File: src/rtl/pc_sequencer.sv
// Next-PC controller: boot window, redirect priority (trap > branch > jump) and
// replay of redirects that arrive while imem is busy. Optional: PC_ALIGN_CHECK_EN.
module pc_sequencer #(
  parameter logic [31:0] RESET_VECTOR = 32'h0000_0000,
  parameter logic [31:0] TRAP_VECTOR  = 32'h0000_0004,
  parameter int unsigned BOOT_CYCLES  = 2
) (
  input  logic        clk,
  input  logic        rst_n,
  input  logic [31:0] pc,
  input  logic        imem_ready,
  input  logic        hazard_stall,
  input  logic        br_taken,
  input  logic [31:0] br_target,
  input  logic        jmp_valid,
  input  logic [31:0] jmp_target,
  input  logic        trap_req,
  output logic [31:0] npc,
  output logic        stall_PC,
  output logic        flush_IF,
  output logic        flush_ID,
  output logic        redirect_pending,
  output logic        boot_done,
  output logic        misalign_err
);

  typedef enum logic [1:0] {
    ST_BOOT = 2'd0,
    ST_RUN  = 2'd1,
    ST_WAIT = 2'd2
  } state_t;

  // Source tag doubles as priority: larger value wins.
  typedef enum logic [1:0] {
    SRC_NONE = 2'd0,
    SRC_JMP  = 2'd1,
    SRC_BR   = 2'd2,
    SRC_TRAP = 2'd3
  } src_t;

  localparam logic [3:0] BOOT_LAST = 4'(BOOT_CYCLES - 1);

  state_t      state_q, state_d;
  logic [3:0]  boot_cnt_q, boot_cnt_d;
  logic [31:0] pend_q, pend_d;
  src_t        tag_q, tag_d;

  src_t        req_src;
  logic [31:0] req_tgt;
  logic        take_new;
`ifdef PC_ALIGN_CHECK_EN
  logic        req_misalign;
`endif

  always_comb begin
    req_src = SRC_NONE;
    req_tgt = '0;
    if (trap_req) begin
      req_src = SRC_TRAP;
      req_tgt = TRAP_VECTOR;
    end else if (br_taken) begin
      req_src = SRC_BR;
      req_tgt = br_target;
    end else if (jmp_valid) begin
      req_src = SRC_JMP;
      req_tgt = jmp_target;
    end
`ifdef PC_ALIGN_CHECK_EN
    req_misalign = 1'b0;
    if ((req_src == SRC_BR || req_src == SRC_JMP) && req_tgt[1:0] != 2'b00) begin
      req_misalign = 1'b1;
      req_src      = SRC_TRAP;
      req_tgt      = TRAP_VECTOR;
    end
`endif
  end

  always_ff @(posedge clk or negedge rst_n) begin
    if (!rst_n) begin
      state_q    <= ST_BOOT;
      boot_cnt_q <= '0;
      pend_q     <= '0;
      tag_q      <= SRC_NONE;
    end else begin
      state_q    <= state_d;
      boot_cnt_q <= boot_cnt_d;
      pend_q     <= pend_d;
      tag_q      <= tag_d;
    end
  end

  always_comb begin
    state_d    = state_q;
    boot_cnt_d = boot_cnt_q;
    pend_d     = pend_q;
    tag_d      = tag_q;
    npc        = RESET_VECTOR;
    stall_PC   = 1'b1;
    flush_IF   = 1'b1;
    flush_ID   = 1'b1;
    take_new   = 1'b0;
    case (state_q)
      ST_BOOT: begin
        boot_cnt_d = boot_cnt_q + 4'd1;
        if (boot_cnt_q == BOOT_LAST) begin
          state_d = ST_RUN;
        end
      end
      ST_RUN: begin
        flush_IF = 1'b0;
        flush_ID = 1'b0;
        if (req_src != SRC_NONE) begin
          flush_IF = 1'b1;
          flush_ID = (req_src != SRC_JMP);
          npc      = req_tgt;
          stall_PC = ~imem_ready;
          if (!imem_ready) begin
            pend_d  = req_tgt;
            tag_d   = req_src;
            state_d = ST_WAIT;
          end
        end else begin
          npc      = pc + 32'd4;
          stall_PC = ~imem_ready | hazard_stall;
        end
      end
      ST_WAIT: begin
        flush_IF = 1'b1;
        flush_ID = 1'b0;
        npc      = pend_q;
        stall_PC = ~imem_ready;
        // Branch/trap always replace the latched target; a jump never beats one.
        take_new = (req_src != SRC_NONE) && ((req_src > tag_q) || (req_src >= SRC_BR));
        if (take_new) begin
          flush_ID = (req_src != SRC_JMP);
          npc      = req_tgt;
        end
        if (imem_ready) begin
          state_d = ST_RUN;
          pend_d  = '0;
          tag_d   = SRC_NONE;
        end else if (take_new) begin
          pend_d = req_tgt;
          tag_d  = req_src;
        end
      end
      default: begin
        state_d = ST_BOOT;
      end
    endcase
  end

  assign redirect_pending = (state_q == ST_WAIT);
  assign boot_done        = (state_q != ST_BOOT);

`ifdef PC_ALIGN_CHECK_EN
  assign misalign_err = req_misalign & (state_q != ST_BOOT);
`else
  assign misalign_err = 1'b0;
`endif

endmodule

File: config.mk
export PLATFORM = sky130hd
export DESIGN_NAME = pc_sequencer
export DESIGN_NICKNAME = d
export VERILOG_FILES = /design/src/rtl/pc_sequencer.sv
export SDC_FILE = /design/constraint.sdc
export NUM_CORES = 1
export LEC_CHECK = 0
export BUFFER_PORTS_ARGS = -buffer_cell sky130_fd_sc_hd__buf_2
export CAP_MARGIN = 40
export CELL_PAD_IN_SITES_DETAIL_PLACEMENT = 2
export CELL_PAD_IN_SITES_GLOBAL_PLACEMENT = 2
export CORE_MARGIN = 8
export CORE_UTILIZATION = 30
export CTS_BUF_LIST = sky130_fd_sc_hd__clkbuf_16
export DETAILED_ROUTE_END_ITERATION = 10
export PLACE_DENSITY = 0.91
export SYNTH_ARGS = -nofsm -noshare
export SYNTH_HDL_FRONTEND = slang
export SYNTH_SLANG_ARGS = --single-unit
File: constraint.sdc
create_clock -name clk -period 7.5 [get_ports clk]
set_clock_uncertainty 0.15 [all_clocks]
set_input_delay 0 -clock clk [delete_from_list [all_inputs] [get_ports clk]]
set_output_delay 0 -clock clk [all_outputs]
set_load 0.05 [all_outputs]
Word-level counts from Yosys, hierarchy flattened
Cells that the tools add are included.
{"block": "classes", "bitwise": 2, "n_addsub": 2, "reduce_logical": 9, "n_mux": 30, "n_eq_ne": 9, "n_lt_le_gt_ge": 2}
{"cell": "$mux W32", "count": 8}
{"cell": "$pmux W32 S2", "count": 2}
{"cell": "$add A32 B3 Y32 const B", "count": 1}
{"cell": "$mux W2", "count": 10}
{"cell": "$ne A2 B2 Y1 const B", "count": 4}
{"cell": "$reduce_and A4 Y1", "count": 2}
{"cell": "$mux W1", "count": 6}
{"cell": "$pmux W2 S3", "count": 1}
{"cell": "$reduce_bool A2 Y1", "count": 3}
{"cell": "$add A4 B1 Y4 const B", "count": 1}
{"cell": "$eq A4 B1 Y1 const B", "count": 1}
{"cell": "$pmux W1 S2", "count": 2}
{"cell": "$pmux W2 S2", "count": 1}
{"cell": "$ne A3 B2 Y1 const B", "count": 1}
{"cell": "$reduce_and A3 Y1", "count": 1}
{"cell": "$eq A2 B1 Y1 const B", "count": 1}
{"cell": "$eq A2 B2 Y1 const B", "count": 1}
{"cell": "$ge A2 B2 Y1 const B", "count": 1}
{"cell": "$gt A2 B2 Y1", "count": 1}
{"cell": "$logic_not A2 Y1", "count": 1}
{"cell": "$ne A2 B1 Y1 const B", "count": 1}
{"cell": "$logic_and A1 B1 Y1", "count": 1}
{"cell": "$logic_or A1 B1 Y1", "count": 1}
{"cell": "$not A1 Y1", "count": 1}
{"cell": "$or A1 B1 Y1", "count": 1}
{"block": "totals", "input_bits": 103, "wordCells": 58, "reg_bits": 40, "out_inout_bits": 38}

Logic depth before layout (Yosys ltp)
{"block": "logic_depth", "ltp_word": 9, "depth_mapped": 12, "mapped_depth_nobuf": 8}

Worst setup path before layout
OpenSTA, ideal clock, no wires.
{"block": "synth_timing", "path_type": "flip-flop to output port", "startpoint": "register state_q[0]", "endpoint": "output port npc[25]", "t_required_ps": 7350, "setup_slack_ps": 4353, "path_buffers": 2, "t_arrival_ps": 2997, "path_stages_with_launch": 9, "path_cell_list": "dfrtp_1 > inv_1 > ha_1 > clkbuf_1 > inv_1 > nor3_1 > clkbuf_1 > nand2_1 > a41oi_1"}
{"block": "synth_via", "elab_chain_cells": 2, "elab_cells_between_ends": 3, "cone_classes": "2 x eq/ne; 1 x mux"}
{"item": "start, declared", "line": "43", "rtl": "state_t state_q, state_d;"}
{"item": "start signal, assigned", "line": "85", "rtl": "state_q <= state_d;"}
{"item": "$eq A2 B2 Y1"}
{"item": "net redirect_pending", "line": "22", "rtl": "output logic redirect_pending,"}
{"item": "$pmux W32 S2", "line": "102", "rtl": "case (state_q)"}
{"item": "end, declared", "line": "18", "rtl": "output logic [31:0] npc,"}
The timed path passes the listed nets, and every way through them passes these cells.

Worst setup path in the final report
{"block": "layout_timing", "startpoint": "input port br_taken", "endpoint": "output port npc[2]"}
{"block": "layout_via", "elab_chain_cells": 7, "elab_cells_between_ends": 12, "cone_classes": "2 x order compare; 7 x mux; 3 x reduce/logical"}
{"item": "start, declared", "line": "13", "rtl": "input logic br_taken,"}
{"item": "$mux W2", "line": "61", "rtl": "end else if (br_taken) begin"}
{"item": "$mux W2", "line": "58", "rtl": "if (trap_req) begin"}
{"item": "$gt A2 B2 Y1 / $ge A2 B2 Y1 (equally long branches)", "line": "133", "rtl": "take_new = (req_src != SRC_NONE) && ((req_src > tag_q) || (req_src >= SRC_BR));"}
{"item": "$logic_or A1 B1 Y1", "line": "133"}
{"item": "$logic_and A1 B1 Y1", "line": "133"}
{"item": "$mux W32", "line": "134", "rtl": "if (take_new) begin"}
{"item": "$pmux W32 S2 *", "line": "102"}
Every way passes the cells marked *; elsewhere a longest branch is shown, timed or not.

==> results.md <==
- Worst Setup End Kind: primary output
- Commonest cells after routing, fill and taps aside: 139 x buf_2, 56 x nand2_1, 40 x dfrtp_1
- Worst slack, placed: 3740 ps
- PnR worst setup slack: 3530 ps
- Skew-Pair Late Insertion Delay: 290 ps
- Final ANT Viol Nets: 0
- XOR/XNOR share of the synthesized area: 0.0363
- Post-synthesis adder-cell area fraction: 0.0291
- Mapped Cells: 499
- Asr flop ratio synth: 1.00
- Post-Synth Simple-Gate Area: 0.258
- Worst slew margin: 0.418
- Antenna violations before repair: 2
- DRC Markers: 0
- Layout cells sized above 1: 0.260
- Grt ovf: 0
- CTS max path bufs: 2
- Most common cell after layout, fill and taps aside: buf_2
- Chip height: 129 µm
- Fin Setup TNS: 0 ps
- Io pins: 141
- Ranking of synthesized cells by area: dfrtp_1 26%, a22o_1 5.7%, nand2_1 5.4%
- Setup Buffers After CTS: 0
- Ys flop type: dfrtp_1
- Vias: 5,035
- Vias per cell: 6.23
- Number of global-route vias before repair: 5,532
- Max frequency: 0.252 GHz
- Status: finished, final reports clean
- Power Density: 313 nW/µm²
- WL final: 21.1 mm
- # rows: 41
- Min-delay worst type: in2reg
- Layout Nets: 745
- Syn_nets: 611
- Initial Util: 0.306
- Synth warn: 0
- Final GP Congestion: 0.876
- Core box area: 12,600 µm²
- EDFF count, synth: 0
- Seq/Total Area, Yosys: 0.259
- Tot GR Track Use: 0.245
- Fin. max-slew vios: 0
- Synth Register Bits: 40
- Max Cap Viol: 0
- CTS tree: built
- Pleak: 2.13 nW
- Worst Path Required: 7350 ps
- Kind of critical path: in2out
- Root Driver: clkbuf_16
- Largest family of logic cells by synthesized area: compound AO/OA/AOI/OAI gates
- Clock sink count: 40
- Num CTS Buffers: 5
- Die Footprint: 16,800 µm²
- Wire per inst: 26.2 µm
- Tmin final: 3970 ps
- First-pass GRT wire length: 31.7 mm
- Fillers: 1,493
- CP Max Fanout: 36
- RSZ-0062 raised after global routing: no
- Pin count of the biggest net entering global routing: 37
- Final Hold Fails: 0
- Pre-antenna DRT Iters: 5
- Crit start category: input port
- Syn Std Cell Area: 3860 µm²
- Tcrit/Tclk final: 0.529
- Die W: 129 µm
- Top cell type's share of synthesized area: 0.259
- Initial drt markers: 389
- Synth Area in Compound Gates: 0.351
- Actual slew at the worst max-slew pin: 869 ps
- Largest area contributor in the netlist: dfrtp_1
- Mux contribution to synthesized area: 0.00518
- Mean Syn Cell Area: 7.74 µm²
- WP data arrival: 3820 ps
- Number of endpoints failing setup at the final stage: 0
- Clk pin slew, worst setup/hold paths: 60 ps
- Area delta synth->final: 31.8%
- Worst VDD drop: 0.000130 V
- HPWL reported at the end of detailed placement: 15.5 mm
- I/O Buffers: 139
- Unique masters post-synth: 56
- H-tree depth: 2
## state kept, by name, summed over array words and instances, names as in the netlist
name / cells
pend_q: 32
boot_cnt_q: 4
state_q: 2
tag_q: 2
## synthesized netlist by cell type (all sizes together) (2+ instances only)
cell type and count:
nand3 39, clkbuf 33, a31oi 8, o21ai 22, or4 5, buf 10, a21o 12, dfrtp 40
o22ai 3, and3 7, nand4 16, a21oi 27, nand3b 12, o31ai 2, and2 2, a22oi 25
nand2 56, xor2 7, and4 3, a41oi 7, nor4 9, nor2 19, nor3 12, nor2b 3
a221o 2, ha 9, o2bb2ai 6, or3 2, xnor2 9, mux2i 2, o211ai 8, a22o 25
nand2b 2, inv 16, a32oi 4, o31a 5, o211a 5, a32o 14
## metrics by stage
stage	cells	hold slack [ps]	util	instance area [µm²]	total power, mW
after floorplan	499	-446	-	3860	0.985
after global placement	775	32.7	0.370	4670	1.22
after detailed placement	781	-247	0.377	4750	1.30
after CTS	806	11.9	0.403	5090	1.57
after global routing	808	47.9	0.403	5090	1.66
final	808	16.7	0.403	5090	1.59
## report_power, final
part           total [mW]  internal (mW)  switching (mW)
sequential          0.405          0.321          0.0844
combinational       0.934          0.286           0.648
clock               0.252          0.155          0.0970
total                1.59          0.762           0.830
## final cells by class
type | count | area [µm²] | area share
Clock buffer | 5 | 125 | 0.0246
Inverter | 16 | 60.1 | 0.0118
Multi-Input combinational cell | 400 | 2640 | 0.519
Tap cell | 172 | 215 | 0.0423
Clock inverter | 3 | 37.5 | 0.00737
Antenna cell | 2 | 5.00 | 0.000983
Sequential cell | 40 | 1000 | 0.197
Timing Repair Buffer | 170 | 1010 | 0.198
## kinds of logic (layout without fill, tap and decap cells)
kind of cell | after synthesis | count (layout)
buffers and inverters | 59 | 194
muxes | 2 | 2
adders and majority gates | 9 | 9
and+or+nand+nor | 189 | 189
other | 1 | 3
AOI/OAI and AO/OA | 183 | 183
xor gates and xnor gates | 16 | 16
DFF | 40 | 40
## routing by layer
| metal | track usage | up-vias | wire, µm |
|---|---|---|---|
| met3 | 0.0493 | 41 | 1490 |
| met5 | 0 | - | 0 |
| met4 | 0.0963 | 0 | 507 |
| li1 | - | 2195 | - |
| met1 | 0.312 | 2546 | 9080 |
| met2 | 0.399 | 253 | 10100 |
## what timing repair did
action                                 CTS  global route
hold buffers                            17             0
resized for setup                        0             0
endpoints found under the hold margin   53             0
## critical path, stage by stage
cell      delay (ps)
buf_2            520
nor2_1           170
inv_1            410
ha_1             360
nor2b_1          170
o211ai_1         700
nand2_1          630
a211oi_1         390
o21a_1           200
buf_2            270
## final timing paths
kind	startpoint	to	slack, ps	cells past startpoint
setup / recovery	br_taken	npc[2]	3530	10
hold / removal	br_target[25]	pend_q[25]$_DFFE_PN0P_	20	4
setup reg to reg	tag_q[1]$_DFFE_PN0P_	pend_q[8]$_DFFE_PN0P_	4510	7
hold reg to reg	boot_cnt_q[3]$_DFFE_PN0P_	boot_cnt_q[3]$_DFFE_PN0P_	340	1
max in group asynchronous	rst_n	pend_q[25]$_DFFE_PN0P_	5840	4
min in group asynchronous	rst_n	pend_q[10]$_DFFE_PN0P_	530	3
No activity file was read; power rests on OpenSTA's default activity.
